===== src/rtl/pipeline_delay_line.sv =====
// pipeline_delay_line
// Stallable delay line with a runtime-selectable tap (1..DEPTH stages).
// Each stage carries {valid, data}. The output tap is chosen by delay_q.
// The output is masked until the line has advanced delay_q times since the
// last clear (reset, flush or delay reload), so stale words never leak out.
module pipeline_delay_line #(
    parameter int WIDTH = 1,
    parameter int DEPTH = 32,
    parameter int DW    = 6
) (
    input  logic             clock,
    input  logic             reset,
    input  logic             enable,
    input  logic             flush,
    input  logic             delay_load,
    input  logic [DW-1:0]    delay,
    input  logic             in_valid,
    input  logic [WIDTH-1:0] in,
    output logic             out_valid,
    output logic [WIDTH-1:0] out,
    output logic             primed,
    output logic [DW-1:0]    fill_count
);

    localparam logic [DW-1:0] DEPTH_W = DW'(DEPTH);

    // Stage k lives at index k, so the tap index equals the delay in stages.
    logic [DEPTH:1]            stage_vld;
    logic [DEPTH:1][WIDTH-1:0] stage_dat;
    logic [DW-1:0]             delay_q;
    logic [DW-1:0]             delay_clamped;
    logic                      sel_vld;
    logic [WIDTH-1:0]          sel_dat;

    // Clamp the requested delay into the legal range 1..DEPTH.
    always_comb begin
        delay_clamped = delay;
        if (delay == '0)
            delay_clamped = DW'(1);
        else if (delay > DEPTH_W)
            delay_clamped = DEPTH_W;
    end

    // Shift register: clear on reset/flush, shift one stage per enabled edge.
    always_ff @(posedge clock) begin
        if (!reset || flush) begin
            stage_vld <= '0;
            stage_dat <= '0;
        end else if (enable) begin
            stage_vld <= {stage_vld[DEPTH-1:1], in_valid};
            stage_dat <= {stage_dat[DEPTH-1:1], in};
        end
    end

    // Programmed delay: survives flush, returns to DEPTH on reset.
    always_ff @(posedge clock) begin
        if (!reset)
            delay_q <= DEPTH_W;
        else if (!flush && delay_load)
            delay_q <= delay_clamped;
    end

    // Advances since last clear; a reload restarts the count (counting this
    // edge if it also shifts). Saturates at DEPTH.
    always_ff @(posedge clock) begin
        if (!reset || flush)
            fill_count <= '0;
        else if (delay_load)
            fill_count <= enable ? DW'(1) : '0;
        else if (enable && fill_count != DEPTH_W)
            fill_count <= fill_count + 1'b1;
    end

    // Output tap select; delay_q is always 1..DEPTH after reset.
    always_comb begin
        sel_vld = 1'b0;
        sel_dat = '0;
        for (int k = 1; k <= DEPTH; k++) begin
            if (delay_q == DW'(k)) begin
                sel_vld = stage_vld[k];
                sel_dat = stage_dat[k];
            end
        end
    end

    assign primed    = (fill_count >= delay_q);
    assign out_valid = primed & sel_vld;
    assign out       = out_valid ? sel_dat : '0;

endmodule


===== config.mk =====
export PLATFORM = sky130hd
export DESIGN_NAME = pipeline_delay_line
export DESIGN_NICKNAME = d
export VERILOG_FILES = /design/src/rtl/pipeline_delay_line.sv
export SDC_FILE = /design/constraint.sdc
export NUM_CORES = 1
export LEC_CHECK = 0
export CELL_PAD_IN_SITES_DETAIL_PLACEMENT = 0
export CELL_PAD_IN_SITES_GLOBAL_PLACEMENT = 2
export CORE_ASPECT_RATIO = 1.2
export CORE_MARGIN = 3
export CORE_UTILIZATION = 41
export CTS_BUF_LIST = sky130_fd_sc_hd__clkbuf_8 sky130_fd_sc_hd__clkbuf_16
export CTS_CLUSTER_SIZE = 40
export DETAILED_ROUTE_END_ITERATION = 16
export HOLD_SLACK_MARGIN = 0.06
export PLACE_DENSITY_LB_ADDON = 0.1
export SLEW_MARGIN = 15
export SYNTH_ARGS = -nofsm -noshare
export SYNTH_HDL_FRONTEND = slang
export SYNTH_SLANG_ARGS = --single-unit

===== constraint.sdc =====
create_clock -name clock -period 5.2 [get_ports clock]
set_clock_uncertainty 0.05 [all_clocks]
set_input_delay 1.56 -clock clock [delete_from_list [all_inputs] [get_ports clock]]
set_output_delay 1.56 -clock clock [all_outputs]
set_load 0.01 [all_outputs]

* After elaboration in Yosys (flattened, before gate mapping)
Cells that the tools add are included.
** Operators by class
- Bitwise operators :: 1
- Reduce and logical (&&, ||, !) cells :: 7
- Muxes and demuxes :: 70
- Equality and inequality tests :: 33
- Magnitude comparators :: 2
- $add $sub $neg :: 1
** Operators with widths (count)
- 6-bit by 5-bit equality test with 1-bit output, second input constant :: 16
- 1-bit 2-to-1 mux :: 66
- 6-bit by 4-bit equality test with 1-bit output, second input constant :: 8
- 6-bit by 3-bit equality test with 1-bit output, second input constant :: 4
- 6-bit 2-to-1 mux :: 4
- 6-bit by 2-bit equality test with 1-bit output, second input constant :: 2
- 6-bit by 1-bit adder with 6-bit output, second input constant :: 1
- 6-bit by 1-bit equality test with 1-bit output, second input constant :: 1
- 6-bit equality test, second input constant :: 1
- 6-bit greater-or-equal comparator :: 1
- 6-bit greater-than comparator, second input constant :: 1
- 6-bit zero test :: 1
- 6-bit != test, second input constant :: 1
- 1-bit logical AND :: 2
- 1-bit zero test :: 2
- 2-bit nonzero test :: 1
- 1-bit AND :: 1
- 1-bit logical OR :: 1
** Storage, ports and cells
- Word-level logic and storage cells :: 149
- Output and inout bits :: 9
- Bits of input ports :: 13
- Bits in registers :: 76

* Depth between registers and ports, before layout
- Depth after elaboration :: 35
- Depth in mapped cells :: 10

* Worst setup path after synthesis
OpenSTA, ideal clock, no wires.
- Path kind :: register to output
- Start :: reg delay_q[1]
- End :: out out
- Required time :: 3.590 ns
- Arrival :: 2.140 ns
- Slack :: 1.450 ns
- Stages on the path, launching flop included :: 11
- Buffers on the path :: 3
- Cells stage by stage :: dfxtp_1 > buf_2 > buf_2 > buf_2 > inv_1 > ha_1 > a211o_1 > a21oi_1 > o21ai_0 > o221ai_1 > nor3_2
** RTL lines
- start, declared :: RTL line 30 : logic [DW-1:0] delay_q;
- start signal, assigned :: RTL line 60 : delay_q <= delay_clamped;
- 6-bit greater-or-equal comparator :: RTL line 86 : assign primed = (fill_count >= delay_q);
- net primed :: RTL line 21 : output logic primed,
- 1-bit AND :: RTL line 87 : assign out_valid = primed & sel_vld;
- 1-bit 2-to-1 mux :: RTL line 88 : assign out = out_valid ? sel_dat : '0;
- end, declared :: RTL line 20 : output logic [WIDTH-1:0] out,
The timed path passes the listed nets, and every way through them passes these cells.

* Worst setup path in the final report
- Start :: reg delay_q[3]
- End :: out out
** On the way
- Word-level cells in the longest chain between the ends :: 35
** Ends and longest elaborated chain
- 6-bit by 1-bit equality test with 1-bit output :: RTL line 79 : if (delay_q == DW'(k)) begin
- 1-bit 2-to-1 mux (32 in a row) :: RTL line 79
- 1-bit AND :: RTL line 87
- 1-bit 2-to-1 mux (*) :: RTL line 88
Every way passes the cells marked *; elsewhere a longest branch is shown, timed or not.

==> flow_summary.rst <==
.. list-table::
   :header-rows: 1

   * - Metric
     - Value
   * - I/O pin cnt
     - 22
   * - Post-CTS setup buffer count
     - 0
   * - Standard cell core area
     - between 8000 and 9000 um2
   * - Global-route wire length before repair
     - about 14 mm
   * - TritonCTS Sinks
     - 76
   * - Detailed-route wire length
     - ~8.4 mm
   * - Wirelength per Cell
     - 15.9 um
   * - Iter 0 DRT Violations
     - 86
   * - Maximum buffer depth of the clock tree
     - 2
   * - Global placer's final weighted congestion
     - 0.757
   * - Maximum number of pins on one net before global-route repair
     - 51
   * - Maximum clock frequency
     - roughly 0.22 GHz
   * - Post-DP HPWL
     - 5.83 mm
   * - Max_slew headroom
     - 35.5%
   * - Async set or reset register ratio after synthesis
     - 0%
   * - Reported max-cap violation count
     - 0
   * - Worst IR drop on VDD
     - 0.000176 V
   * - Number of hold-repair buffers added at the cts stage
     - 0
   * - RSZ-0062 raised after global routing
     - false
   * - Dpl cell area
     - 3980 um2
   * - Clock-pin slew on the worst setup and hold paths
     - roughly 0.080 ns
   * - Synthesized Nets
     - 415
   * - Clock tree from TritonCTS
     - yes
   * - Final clock period utilization by the worst path
     - 88.1%
   * - Die X-Extent
     - 92.9 um
   * - Worst Setup Start Kind
     - flop
   * - Measured slew at the worst slew-check pin
     - 0.968 ns
   * - Run status
     - complete, no violations
   * - Worst min path class
     - reg -> reg
   * - Crit path arrival time
     - 2.97 ns
   * - Ratio of routed vias to standard cells
     - 5.35
   * - Area overhead of the layout relative to synthesis
     - 12.1%
   * - Yosys Warn Count
     - 0
   * - Post-synth EDFFs
     - 0
   * - CP required
     - 3.59 ns
   * - CP Max Fanout
     - 17
   * - Layout Nets
     - 425
   * - Number of nets with antenna violations after routing
     - 0
   * - CTS Buf Count
     - 9
   * - Crit Path Class
     - reg -> out
   * - Ratio of cells with drive above 1 in the final layout
     - 9.05%
   * - Capturing element type of the critical path
     - output port
   * - Library cell used as clock root buffer
     - sky130_fd_sc_hd__clkbuf_8
   * - Post-CTS sizing
     - 0
   * - Syn_area_per_cell
     - approximately 9.4 um2
   * - 1st-pass router iterations
     - 4
   * - Dominant register cell in the synthesized netlist
     - sky130_fd_sc_hd__dfxtp_1
   * - Post-route standard cell area excluding fillers
     - 4160 um2
   * - Number of placement rows
     - 37
   * - Skew-Pair Late Insertion Delay
     - roughly 0.35 ns
   * - Die Outline Area
     - 10200 um2
   * - Number of vias after detailed routing
     - 2816
   * - Final Hold Fails
     - 0
   * - Synthesized instance count
     - 394
   * - P per Cell Area
     - 259 nW/um2
   * - Remaining global-route overflow
     - 0
   * - Final setup TNS
     - 0 ns
   * - CTS HTree Levels
     - 3
   * - Max-slew violation total from the final report
     - 0
   * - Number of storage elements in the synthesis netlist
     - 76
   * - Number of antenna violations at the first check in global routing
     - 0
   * - Initial core utilization
     - 42.7%
   * - Synth unique cells
     - 56
   * - Y dimension of the die
     - about 110 um
   * - Diode insertion count for antenna repair
     - 0
   * - Total of endpoints with negative setup slack in the final report
     - 0
   * - Vias in the first global route
     - 2756
   * - Total track usage
     - 17.8%
   * - Sequential cell area fraction in the yosys report
     - 41.0%
   * - P_leak
     - between 1.5 and 2 nW
   * - Buffers added on ports
     - 21
   * - Mapped Area
     - roughly 3700 um2
   * - DRC violations left
     - 0
   * - Post-layout min period
     - 4.58 ns
[registers in the layout, summed over array words and instances (netlist names)]
register    count
delay_q         6
fill_count      6
stage_dat      32
stage_vld      32
[worst paths after layout]
path / from / cells past startpoint / slack [ns] / to
worst max-delay path: delay_q[3]$_SDFFE_PN0P_ / 7 / 0.62 / out
worst min-delay path: stage_vld[32]$_SDFFE_PP0P_ / 2 / 0.46 / stage_vld[32]$_SDFFE_PP0P_
worst max register to register: fill_count[0]$_SDFFE_PP0P_ / 6 / 3.56 / fill_count[2]$_SDFFE_PP0P_
worst min register to register: stage_vld[32]$_SDFFE_PP0P_ / 2 / 0.46 / stage_vld[32]$_SDFFE_PP0P_
[synthesized netlist by cell type (5+ instances only)]
| master | number | area, um2 |
|---|---|---|
| sky130_fd_sc_hd__dfxtp_1 | 76 | 1520 |
| sky130_fd_sc_hd__nor2_1 | 75 | 282 |
| sky130_fd_sc_hd__mux2i_1 | 72 | 721 |
| sky130_fd_sc_hd__clkbuf_1 | 13 | 48.8 |
| sky130_fd_sc_hd__a21oi_1 | 11 | 55.1 |
| sky130_fd_sc_hd__nand2_1 | 11 | 41.3 |
| sky130_fd_sc_hd__inv_1 | 10 | 37.5 |
| sky130_fd_sc_hd__buf_2 | 9 | 45.0 |
| sky130_fd_sc_hd__ha_1 | 8 | 100 |
| sky130_fd_sc_hd__nand2b_1 | 7 | 43.8 |
| sky130_fd_sc_hd__nor2b_1 | 7 | 43.8 |
| sky130_fd_sc_hd__nor3_1 | 7 | 35.0 |
| sky130_fd_sc_hd__o21ai_0 | 6 | 30.0 |
| sky130_fd_sc_hd__nand3_1 | 5 | 25.0 |
| sky130_fd_sc_hd__nand4_1 | 5 | 31.3 |
| sky130_fd_sc_hd__nor3b_1 | 5 | 37.5 |
[power breakdown]
part,internal [W],switching (W),leakage (nW)
Sequential,0.000584,0.00000505,0.613
Clock,0.000185,0.000225,0.0861
Combinational,0.0000333,0.0000444,0.854
[through the flow]
stage | utilization [%] | instances | setup WS [ns] | total power (W) | hold WS (ns)
after floorplan | - | 394 | 1.45 | 0.000657 | 0.410
after global placement | 45.8 | 510 | 0.984 | 0.000681 | 0.429
after detailed placement | 45.8 | 510 | 1.00 | 0.000682 | 0.448
after CTS | 47.8 | 526 | 0.595 | 0.00110 | 0.473
after global routing | 47.8 | 526 | 0.440 | 0.00113 | 0.479
final | 47.8 | 526 | 0.618 | 0.00108 | 0.463
[layer usage]
metal / GRT usage (%) / share of wire [%]
met1: 23.6 / 48
met2: 29.4 / 48
met3: 3.19 / 2.2
met4: 5.97 / 1.3
met5: 0 / 0
[worst max-delay path: stages, from the launching register on]
cell and delay [ns]:
sky130_fd_sc_hd__dfxtp_1 0.72, sky130_fd_sc_hd__or4b_1 0.60, sky130_fd_sc_hd__o21ai_0 0.12, sky130_fd_sc_hd__a221oi_1 0.12
sky130_fd_sc_hd__nor4_2 0.23, sky130_fd_sc_hd__nor3_2 0.10, sky130_fd_sc_hd__nor3_2 0.18, sky130_fd_sc_hd__clkdlybuf4s50_1 0.55
[cells in the final DEF (no fill, tap or decap), drive strengths merged, types with 8 or more instances in the layout]
| cell | count |
|---|---|
| a21oi | 11 |
| mux2i | 72 |
| nor2 | 75 |
| nand2 | 11 |
| nor3 | 9 |
| dfxtp | 76 |
| clkdlybuf4s50 | 20 |
| inv | 12 |
| clkbuf | 10 |
| ha | 8 |
[logic make-up after synthesis]
logic type	synth area share [%]
DFF	41.0
and+or+nand+nor	17.7
buffers and inverters	4.55
adders and majority gates	2.70
muxes	23.0
xor gates and xnor gates	0.944
AOI/OAI and AO/OA	10.1
[layout make-up]
class | count | area (um2)
clock buffer | 10 | 138
clock inverter | 6 | 40.0
fill | 881 | 4540
inverter | 10 | 37.5
multi-input combinational | 280 | 2030
sequential | 76 | 1520
tap | 117 | 146
timing repair buffer | 27 | 253
Note: power is estimated with default switching activity, not from simulation.
